[src/rtl/bit_serial_adder.sv]
// Bit-serial adder: streams two WIDTH-bit operands LSB-first through one adder_1bit,
// recirculating the carry, and returns {cout, sum} over a valid/ready handshake.

module adder_1bit #(
   parameter int IMPL_TYPE = 0
) (
   input  logic a,
   input  logic b,
   input  logic cin,
   output logic sum,
   output logic cout
);

   generate
      if (IMPL_TYPE == 0) begin : g_xor_mux
         logic p;
         assign p    = a ^ b;
         assign sum  = p ^ cin;
         assign cout = p ? cin : a;
      end else if (IMPL_TYPE == 1) begin : g_maj_not
         logic maj_c;
         logic maj_n;
         // sum = MAJ(~cout, cin, MAJ(a, b, ~cin))
         assign maj_c = (a & b) | (a & cin) | (b & cin);
         assign maj_n = (a & b) | (a & ~cin) | (b & ~cin);
         assign cout  = maj_c;
         assign sum   = (~maj_c & cin) | (~maj_c & maj_n) | (cin & maj_n);
      end else begin : g_bad_impl
         $error("adder_1bit: unsupported IMPL_TYPE %0d", IMPL_TYPE);
         assign sum  = 1'b0;
         assign cout = 1'b0;
      end
   endgenerate

endmodule

module bit_serial_adder #(
   parameter int unsigned WIDTH     = 8,
   parameter int          IMPL_TYPE = 0
) (
   input  logic             clk,
   input  logic             rst_n,
   input  logic             in_valid,
   output logic             in_ready,
   input  logic [WIDTH-1:0] in_a,
   input  logic [WIDTH-1:0] in_b,
   input  logic             in_cin,
   output logic             out_valid,
   input  logic             out_ready,
   output logic [WIDTH-1:0] out_sum,
   output logic             out_cout,
   output logic             busy
);

   localparam int unsigned CW = $clog2(WIDTH + 1);

   localparam logic [1:0] StIdle = 2'd0;
   localparam logic [1:0] StRun  = 2'd1;
   localparam logic [1:0] StDone = 2'd2;

   logic [1:0]       state_q, state_d;
   logic [WIDTH-1:0] a_q, a_d;
   logic [WIDTH-1:0] b_q, b_d;
   logic [WIDTH-1:0] sum_q, sum_d;
   logic [WIDTH-1:0] res_sum_q, res_sum_d;
   logic             res_cout_q, res_cout_d;
   logic             carry_q, carry_d;
   logic [CW-1:0]    cnt_q, cnt_d;
   logic             bit_sum;
   logic             bit_cout;
   logic [WIDTH-1:0] sum_shift;

   adder_1bit #(
      .IMPL_TYPE(IMPL_TYPE)
   ) u_adder (
      .a   (a_q[0]),
      .b   (b_q[0]),
      .cin (carry_q),
      .sum (bit_sum),
      .cout(bit_cout)
   );

   // Shift expression avoids an empty slice when WIDTH == 1.
   assign sum_shift = (sum_q >> 1) | (WIDTH'(bit_sum) << (WIDTH - 1));

   always_comb begin
      state_d    = state_q;
      a_d        = a_q;
      b_d        = b_q;
      sum_d      = sum_q;
      carry_d    = carry_q;
      cnt_d      = cnt_q;
      res_sum_d  = res_sum_q;
      res_cout_d = res_cout_q;
      case (state_q)
         StIdle: begin
            if (in_valid) begin
               a_d     = in_a;
               b_d     = in_b;
               carry_d = in_cin;
               sum_d   = '0;
               cnt_d   = '0;
               state_d = StRun;
            end
         end
         StRun: begin
            a_d     = a_q >> 1;
            b_d     = b_q >> 1;
            sum_d   = sum_shift;
            carry_d = bit_cout;
            cnt_d   = cnt_q + CW'(1);
            if (cnt_q == CW'(WIDTH - 1)) begin
               // Latch the result separately so it survives the next operand load.
               res_sum_d  = sum_shift;
               res_cout_d = bit_cout;
               state_d    = StDone;
            end
         end
         StDone: begin
            if (out_ready) state_d = StIdle;
         end
         default: state_d = StIdle;
      endcase
   end

   always_ff @(posedge clk or negedge rst_n) begin
      if (!rst_n) begin
         state_q    <= StIdle;
         a_q        <= '0;
         b_q        <= '0;
         sum_q      <= '0;
         res_sum_q  <= '0;
         res_cout_q <= 1'b0;
         carry_q    <= 1'b0;
         cnt_q      <= '0;
      end else begin
         state_q    <= state_d;
         a_q        <= a_d;
         b_q        <= b_d;
         sum_q      <= sum_d;
         res_sum_q  <= res_sum_d;
         res_cout_q <= res_cout_d;
         carry_q    <= carry_d;
         cnt_q      <= cnt_d;
      end
   end

   assign in_ready  = (state_q == StIdle);
   assign out_valid = (state_q == StDone);
   assign busy      = (state_q != StIdle);
   assign out_sum   = res_sum_q;
   assign out_cout  = res_cout_q;

endmodule

[config.mk]
export PLATFORM = sky130hd
export DESIGN_NAME = bit_serial_adder
export DESIGN_NICKNAME = d
export VERILOG_FILES = /design/src/rtl/bit_serial_adder.sv
export SDC_FILE = /design/constraint.sdc
export NUM_CORES = 1
export LEC_CHECK = 0
export BUFFER_PORTS_ARGS = -buffer_cell sky130_fd_sc_hd__buf_2
export CORE_MARGIN = 2
export CORE_UTILIZATION = 54
export DETAILED_ROUTE_END_ITERATION = 16
export PLACE_DENSITY = 0.74
export SYNTH_ARGS = -nofsm -noshare
export SYNTH_HDL_FRONTEND = slang
export SYNTH_SLANG_ARGS = --single-unit
[constraint.sdc]
create_clock -name clk -period 2.3 [get_ports clk]
set_clock_uncertainty 0.2 [all_clocks]
set_input_delay 0.46 -clock clk [delete_from_list [all_inputs] [get_ports clk]]
set_output_delay 0.46 -clock clk [all_outputs]
set_load 0.05 [all_outputs]
# Word-level counts from Yosys, hierarchy flattened
# Cells that the tools add are included.
# Widths: inputs -> output; s select.
# word_totals
in_bits	21
regBits	40
word_cells	39
out_inout_bits	12
# op_classes
bitwise_logic	3
muxes	15
n_addsub	1
reduce_logical	6
n_eq_ne	6
# ops
op	n
$pmux 8 s2	3
$mux 8	3
$or 7x8->8	1
$pmux 4 s2	1
$mux 2	3
$pmux 2 s3	1
$add 4x1->4 const B	1
$eq 4x3->1 const B	1
$mux 4	1
$ne 2x2->1 const B	2
$reduce_and 2->1	2
$reduce_bool 2->1	2
$reduce_and 3->1	1
$eq 2x1->1 const B	1
$eq 2x2->1 const B	1
$logic_not 2->1	1
$mux 1	2
$ne 2x1->1 const B	1
$pmux 1 s2	1
$xor 1x1->1	2

# Depth between registers and ports, before layout
# Gate-level depths: netlist of the first run.
# logic_depth
depth_word	4
depth_mapped	5

# Cells and area by module
# A second synthesis of the first run with hierarchy kept.
# hier_totals
hier_cells	158
area_unflattened_um2	1775.5
# by_module_without_submodules
mod	seq_area_each_um2	area_each_um2	cells_per_inst	n_inst
bit_serial_adder	975.9	1741.7	156	1
adder_1bit	0.0	33.8	2	1

# Worst setup path after synthesis of the first run
# No wires, ideal clock.
# synth_timing
kind	register -> output
start	register state_q[1]
end	output port in_ready
path_buffers	1
path_stages_with_launch	4
slack_ns	0.309
arrival_time_ns	1.331
required_ns	1.640
path_cell_list	dfrtp_1 buf_2 or2_2 inv_1
# synth_via
elab_chain_cells	1
# synth_rtl
element	line	rtl
start: declaration	61	logic [1:0] state_q, state_d;
start signal: assignment	128	state_q <= StIdle;
start signal: assignment	137	state_q <= state_d;
$logic_not 2->1	148	assign in_ready = (state_q == StIdle);
end: declaration	44	output logic in_ready,
# No other way between the ends.

# Final worst setup path of the first run
# layout_timing
start	register state_q[0]
end	output port in_ready
# Same word-level chain as after synthesis.

==> impl_metrics.py, run 1 <==
metrics = {
    "yosys": {
        "synth_largest_area_cell": "dfrtp_1",
        "synthXorXnorAreaFrac_pct": 0.989,
        "synth-adder-area-share_pct": 1.27,
        "synth-edff-count": 0,
        "synth-compound-area-share_pct": 21.9,
        "syn_area_per_cell_um2": 11.1,
        "synth_area_mm2": 0.00177,
        "synth_cell_types": 30,
        "ys_top_cells_by_area": "dfrtp_1 55%, nor2b_1 6.4%, a22oi_1 5.9%",
        "async_flop_share_pct": 100,
        "synth_seq_cells": 39,
        "ys.warnings.count": 0,
        "synth-main-ff-cell": "dfrtp_1",
        "ys_seq_area_share_pct": 55.1,
        "ys_top_cells_by_count": "39 x dfrtp_1, 18 x a21oi_1, 18 x nor2b_1",
        "synth_top_area_share_pct": 55.1,
        "synth_nets": 182,
        "synth_top_family_by_area": "compound AO/OA/AOI/OAI gates",
        "yosysMostFrequentCell": "dfrtp_1",
        "yosys.area_share.simple_pct": 11.4,
        "synth.area.mux_share_pct": 6.29,
        "synthCells": 160,
    },
    "grt": {
        "grt_pass1_vias": 1363,
        "grt_pass1_wl_um": 6000,
        "grt_util_all_layers_pct": 22.1,
        "grt_antenna_before_repair": 0,
        "grt_max_degree": 40,
        "grt.overflow.total": 0,
    },
    "final_layout": {
        "layout-drive-gt1-share_pct": 28.1,
        "diodes": 0,
        "multi_input_area_um2": 742,
        "final_util_pct": 66.2,
        "syn_to_final_growth_pct": 15.0,
        "fin_cells": 240,
        "layout.nets": 217,
        "seqCellArea_um2": 976,
        "nFillCells": 268,
        "post-route-cell-area_mm2": 0.00204,
    },
    "cts": {
        "cts_tree": "done",
        "cts_max_level": 2,
        "cts_hold_buf": 1,
        "cts_root_buf": "clkbuf_4",
        "post_cts_resize_count": 0,
        "cts_buffer_depth": 2,
        "cts_made_buffers": 5,
        "clk_latency_ns": 0.34,
        "postCtsSetupBuffers": 0,
        "cts.reportedPaths.clkPinSlew_ns": 0.12,
        "cts.sinks": 39,
    },
    "pwr": {
        "intPower_mw": 1.50,
        "irDropWorstVdd_mv": 0.666,
        "p_leak_nw": 0.965,
        "combinationalPowerShare_pct": 42.2,
        "p_sw_mw": 1.09,
        "total_power_mw": 2.60,
        "power.share.switching_pct": 42.1,
        "powerDensity_mw_per_mm2": 1270,
        "clkPwrFrac_pct": 12.8,
        "seqPwrFrac_pct": 45.0,
    },
    "timing": {
        "hold_viol_final": 0,
        "min_period_over_period_pct": 95.4,
        "setup_tns_ns": 0,
        "fmax_ghz": 0.456,
        "drv_slew": 0,
        "worstMarginPinSlew_ns": 0.984,
        "relSlewSlack_pct": 34.2,
        "period_minus_slack_ns": 2.19,
        "rsz0062_at_grt": "false",
        "finalSetupViolCount": 0,
        "setup_slack_ns": 0.106,
        "hold_ws_ns": 0.203,
    },
    "place": {
        "placed_area_mm2": 0.00198,
        "dp_slack_ns": 0.259,
        "place_inst": 231,
        "hpwl_um": 2470,
        "io_buffers": 32,
        "gp_congestion": 0.776,
    },
    "routing": {
        "drc": 0,
        "wl_per_cell_um": 15.0,
        "routed-wl-met3_um": 116,
        "wl_met2_um": 1830,
        "wirelength_um": 3590,
        "drt_iter0_drc": 54,
        "final_antenna_net_count": 0,
        "top_layer": "met4",
        "num_vias": 1347,
        "met1_length_um": 1580,
        "vias_per_cell": 5.61,
        "first_pass_iters": 4,
    },
    "setup_path": {
        "cp-endpoint": "in_ready",
        "crit_fanout": 13,
        "reg2reg_setup_slack_ns": 0.32,
        "path_depth": 3,
        "r2r_start": "state_q[0]",
        "max_stage_delay_ns": 0.54,
        "worstSetupStartpoint": "state_q[0]",
        "worst-path-buf-inv": 2,
        "arrival_ns": 1.53,
        "start_kind": "flop",
        "r2r_cells": 4,
        "worstPathCellList": "or2_2, inv_1, buf_2",
        "path_class": "reg -> out",
        "slowest_stage": "dfrtp_1",
        "cp-end-kind": "primary output",
        "cp_top_family": "flip-flops",
        "r2r-end": "b_q[5]",
        "worstPathRequired_ns": 1.64,
    },
    "die": {
        "die_area_mm2": 0.00376,
        "core_mm2": 0.00308,
        "row_count": 20,
        "die_h_um": 61.3,
        "dieWidth_um": 61.3,
        "initial_core_util_pct": 57.6,
        "io-pin-count": 33,
    },
    "run": {
        "max_cap_viol_count": 0,
    },
    "run_status": {
        "run_status": "complete, no violations",
    },
    "worst_hold_path": {
        "worstHoldPathType": "in -> reg",
    },
}
==> logic make-up after synthesis <==
| logic type | count (synthesis) |
|---|---|
| adder cells (fa/ha/maj) | 2 |
| AO/OA/AOI/OAI | 62 |
| XOR/XNOR | 2 |
| buffers and inverters | 12 |
| AND/OR/NAND/NOR | 33 |
| flip-flops | 39 |
| multiplexers | 10 |
==> sequential cells by signal, summed over array words and instances (netlist names) <==
register,count
carry_q,1
cnt_q,4
b_q,8
out_sum,8
out_cout,1
state_q,2
sum_q,7
a_q,8
==> worst min-delay path by stage <==
stage | cells past startpoint | slack [ns] | endpoint | start
2_1_floorplan | 0 | -0.04 | a_q[0] | rst_n
3_3_place_gp | 2 | 0.27 | b_q[1] | b_q[1]
3_5_place_dp | 1 | 0.28 | sum_q[1] | sum_q[1]
4_1_cts | 3 | 0.19 | state_q[1] | out_ready
5_1_grt | 3 | 0.20 | state_q[1] | out_ready
6_report | 3 | 0.20 | b_q[3] | in_b[3]
==> routing by layer <==
layer	up-vias	GRT usage [%]
met2	30	38.1
li1	646	-
met5	-	0
met3	9	4.62
met1	662	26.6
met4	0	9.63
==> worst reg2reg max path, stage by stage (launching register included) <==
cell and delay [ns]:
dfrtp_1 0.60, nor2b_1 0.60, buf_4 0.33, a22oi_1 0.09
o21ai_0 0.09
==> area by class of cell <==
type / count / share of cell area, %
tap: 44 / 2.70
timing repair buffer: 38 / 10.2
sequential: 39 / 47.9
clock inverter: 1 / 0.246
inverter: 2 / 0.368
multi-input combinational: 109 / 36.4
clock buffer: 7 / 2.21
==> power groups by stage <==
| stage | clock, mW | sequential [mW] | combinational (mW) |
|---|---|---|---|
| floorplan | 0 | 1.33 | 0.656 |
| global placement | 0 | 1.16 | 1.06 |
| detailed placement | 0 | 1.18 | 1.10 |
| CTS | 0.342 | 1.17 | 1.11 |
| global route | 0.365 | 1.21 | 1.20 |
| finish | 0.331 | 1.17 | 1.10 |
==> layout by cell type (no fill, tap or decap), drive strengths merged, types with 2 or more instances in the layout <==
cell    Yosys  final
mux2        9      9
nor2b      18     18
a21oi      18     18
nand3       2      2
nand2b      2      2
xnor2       2      2
a22oi      14     14
clkbuf      5      7
buf         5     37
o21ai      18     18
a22o        9      9
dfrtp      39     39
nand2       6      6
inv         2      2
(Power assumes the default switching activity.)
==> run 2: changes to the inputs <==
- CORE_UTILIZATION: 54 -> 55
- CTS_BUF_LIST: default -> sky130_fd_sc_hd__clkbuf_4 sky130_fd_sc_hd__clkbuf_8
- PLACE_DENSITY: 0.74 -> 0.75
==> run 2 against run 1 <==
Die area is 1.7% lower. Register-to-register slack improved by 0.13 ns. Combinational power is essentially flat. Power rose by 9.8%. Worst hold slack worse by 0.033 ns. Worst setup slack improved by 0.026 ns. Final area rose by 3.1%. Routed wire length barely moved. Sequential cell count unchanged. Clock power increased by 73%. Critical path type unchanged. Largest power group unchanged.
==> impl_metrics.py, run 2 (synthesis results as in run 1) <==
metrics = {
    "run_status": {
        "run_status": "complete, no violations",
    },
    "cts": {
        "cts.sinks": 39,
        "cts_root_buf": "clkbuf_4",
        "clk_latency_ns": 0.35,
        "cts_tree": "done",
        "cts_buffer_depth": 2,
        "cts_max_level": 2,
        "postCtsSetupBuffers": 0,
        "cts.reportedPaths.clkPinSlew_ns": 0.12,
        "cts_made_buffers": 5,
    },
    "final_layout": {
        "diodes": 0,
        "layout.nets": 218,
        "syn_to_final_growth_pct": 18.6,
        "layout-drive-gt1-share_pct": 29.4,
        "final_common_cell": "dfrtp_1",
        "layout_common_cells": "39 x dfrtp_1, 32 x buf_2, 18 x nor2b_1, 18 x a21oi_1, 17 x o21ai_0",
        "post-route-cell-area_mm2": 0.00210,
    },
    "die": {
        "initial_core_util_pct": 58.0,
        "die_h_um": 60.8,
        "io-pin-count": 33,
        "dieWidth_um": 60.8,
        "core_mm2": 0.00305,
        "die_area_mm2": 0.00369,
        "row_count": 20,
    },
    "timing": {
        "min_period_over_period_pct": 94.3,
        "drv_slew": 0,
        "finalSetupViolCount": 0,
        "rsz0062_at_grt": "false",
        "hold_viol_final": 0,
        "worstMarginPinSlew_ns": 0.499,
        "period_minus_slack_ns": 2.17,
        "fmax_ghz": 0.461,
        "relSlewSlack_pct": 66.6,
        "setup_tns_ns": 0,
    },
    "setup_path": {
        "arrival_ns": 1.51,
        "start_kind": "flop",
        "path_class": "reg -> out",
        "worstPathRequired_ns": 1.64,
        "cp-end-kind": "primary output",
        "crit_fanout": 12,
    },
    "routing": {
        "drt_iter0_drc": 102,
        "drc": 0,
        "wirelength_um": 3590,
        "num_vias": 1356,
        "first_pass_iters": 4,
        "final_antenna_net_count": 0,
        "vias_per_cell": 5.63,
        "wl_per_cell_um": 14.9,
    },
    "place": {
        "hpwl_um": 2480,
        "placed_area_mm2": 0.00199,
        "io_buffers": 32,
        "gp_congestion": 0.758,
    },
    "pwr": {
        "total_power_mw": 2.85,
        "p_leak_nw": 0.997,
        "irDropWorstVdd_mv": 0.729,
        "powerDensity_mw_per_mm2": 1360,
    },
    "grt": {
        "use_met1_pct": 31.3,
        "grt_util_all_layers_pct": 22.5,
        "grt.overflow.total": 0,
        "grt_use_met3_pct": 5.76,
        "top_usage_layer": "met2",
        "grt_antenna_before_repair": 0,
        "use_met2_pct": 35.2,
        "grt_pass1_vias": 1290,
        "grt_max_degree": 40,
        "grt_pass1_wl_um": 6000,
    },
    "run": {
        "max_cap_viol_count": 0,
    },
    "worst_hold_path": {
        "worstHoldPathType": "in -> reg",
    },
}
## run 2: changes by cell type in the layout (fill, tap and decap cells not counted)
cell       change
bufinv_16      +2
buf_4          +1
clkinv_2       -1
clkbuf_1       -2
clkbuf_4       +1
## run 2: area by class of cell
type                       instances  area [um2]
inverter                           2        7.51
tap                               44        55.1
clock inverter                     2        60.1
multi-input combinational        109         742
fill                             236         952
timing repair buffer              39         215
sequential                        39         976
clock buffer                       6        45.0
## run 2: power breakdown
| group | leakage [nW] | internal, mW | switching, mW |
|---|---|---|---|
| Clock | 0.0559 | 0.351 | 0.223 |
| Sequential | 0.510 | 0.945 | 0.218 |
| Combinational | 0.432 | 0.445 | 0.667 |
| Total | 0.997 | 1.74 | 1.11 |
## run 2: what timing repair did
action	4_1_cts	5_1_grt
resized for setup	0	0
hold endpoints to repair	39	0
hold buffers	1	0
## run 2: metrics by stage
step	util, %	hold WS, ns	worst slack (ns)	instances
after detailed placement	65.0	0.282	0.452	232
after CTS	68.8	0.164	0.127	241
after floorplan	-	-0.0356	0.309	160
after global routing	68.8	0.161	0.0703	241
final	68.8	0.170	0.132	241
after global placement	65.0	0.271	0.519	232
## run 2: layer usage
| metal | wire length [um] | vias to the layer above | share of wire [%] |
|---|---|---|---|
| met4 | 38 | 0 | 1.1 |
| met5 | 0 | - | 0 |
| li1 | - | 650 | - |
| met1 | 1660 | 674 | 46 |
| met3 | 161 | 6 | 4.5 |
| met2 | 1730 | 26 | 48 |
## run 2: worst max-delay path: stages (launching register included)
cell     delay, ns
dfrtp_1       0.51
or2_2         0.35
inv_1         0.05
buf_2         0.25
## run 2: final timing paths
path                             from         end  slack [ns]  depth (start not counted)
setup / recovery           state_q[0]    in_ready        0.13                          3
hold / removal              out_ready  state_q[1]        0.17                          3
setup reg to reg           state_q[0]  out_sum[2]        0.45                          3
hold reg to reg            out_sum[0]  out_sum[0]        0.32                          1
max in group asynchronous       rst_n      b_q[4]        1.08                          3
min in group asynchronous       rst_n     carry_q        0.48                          3
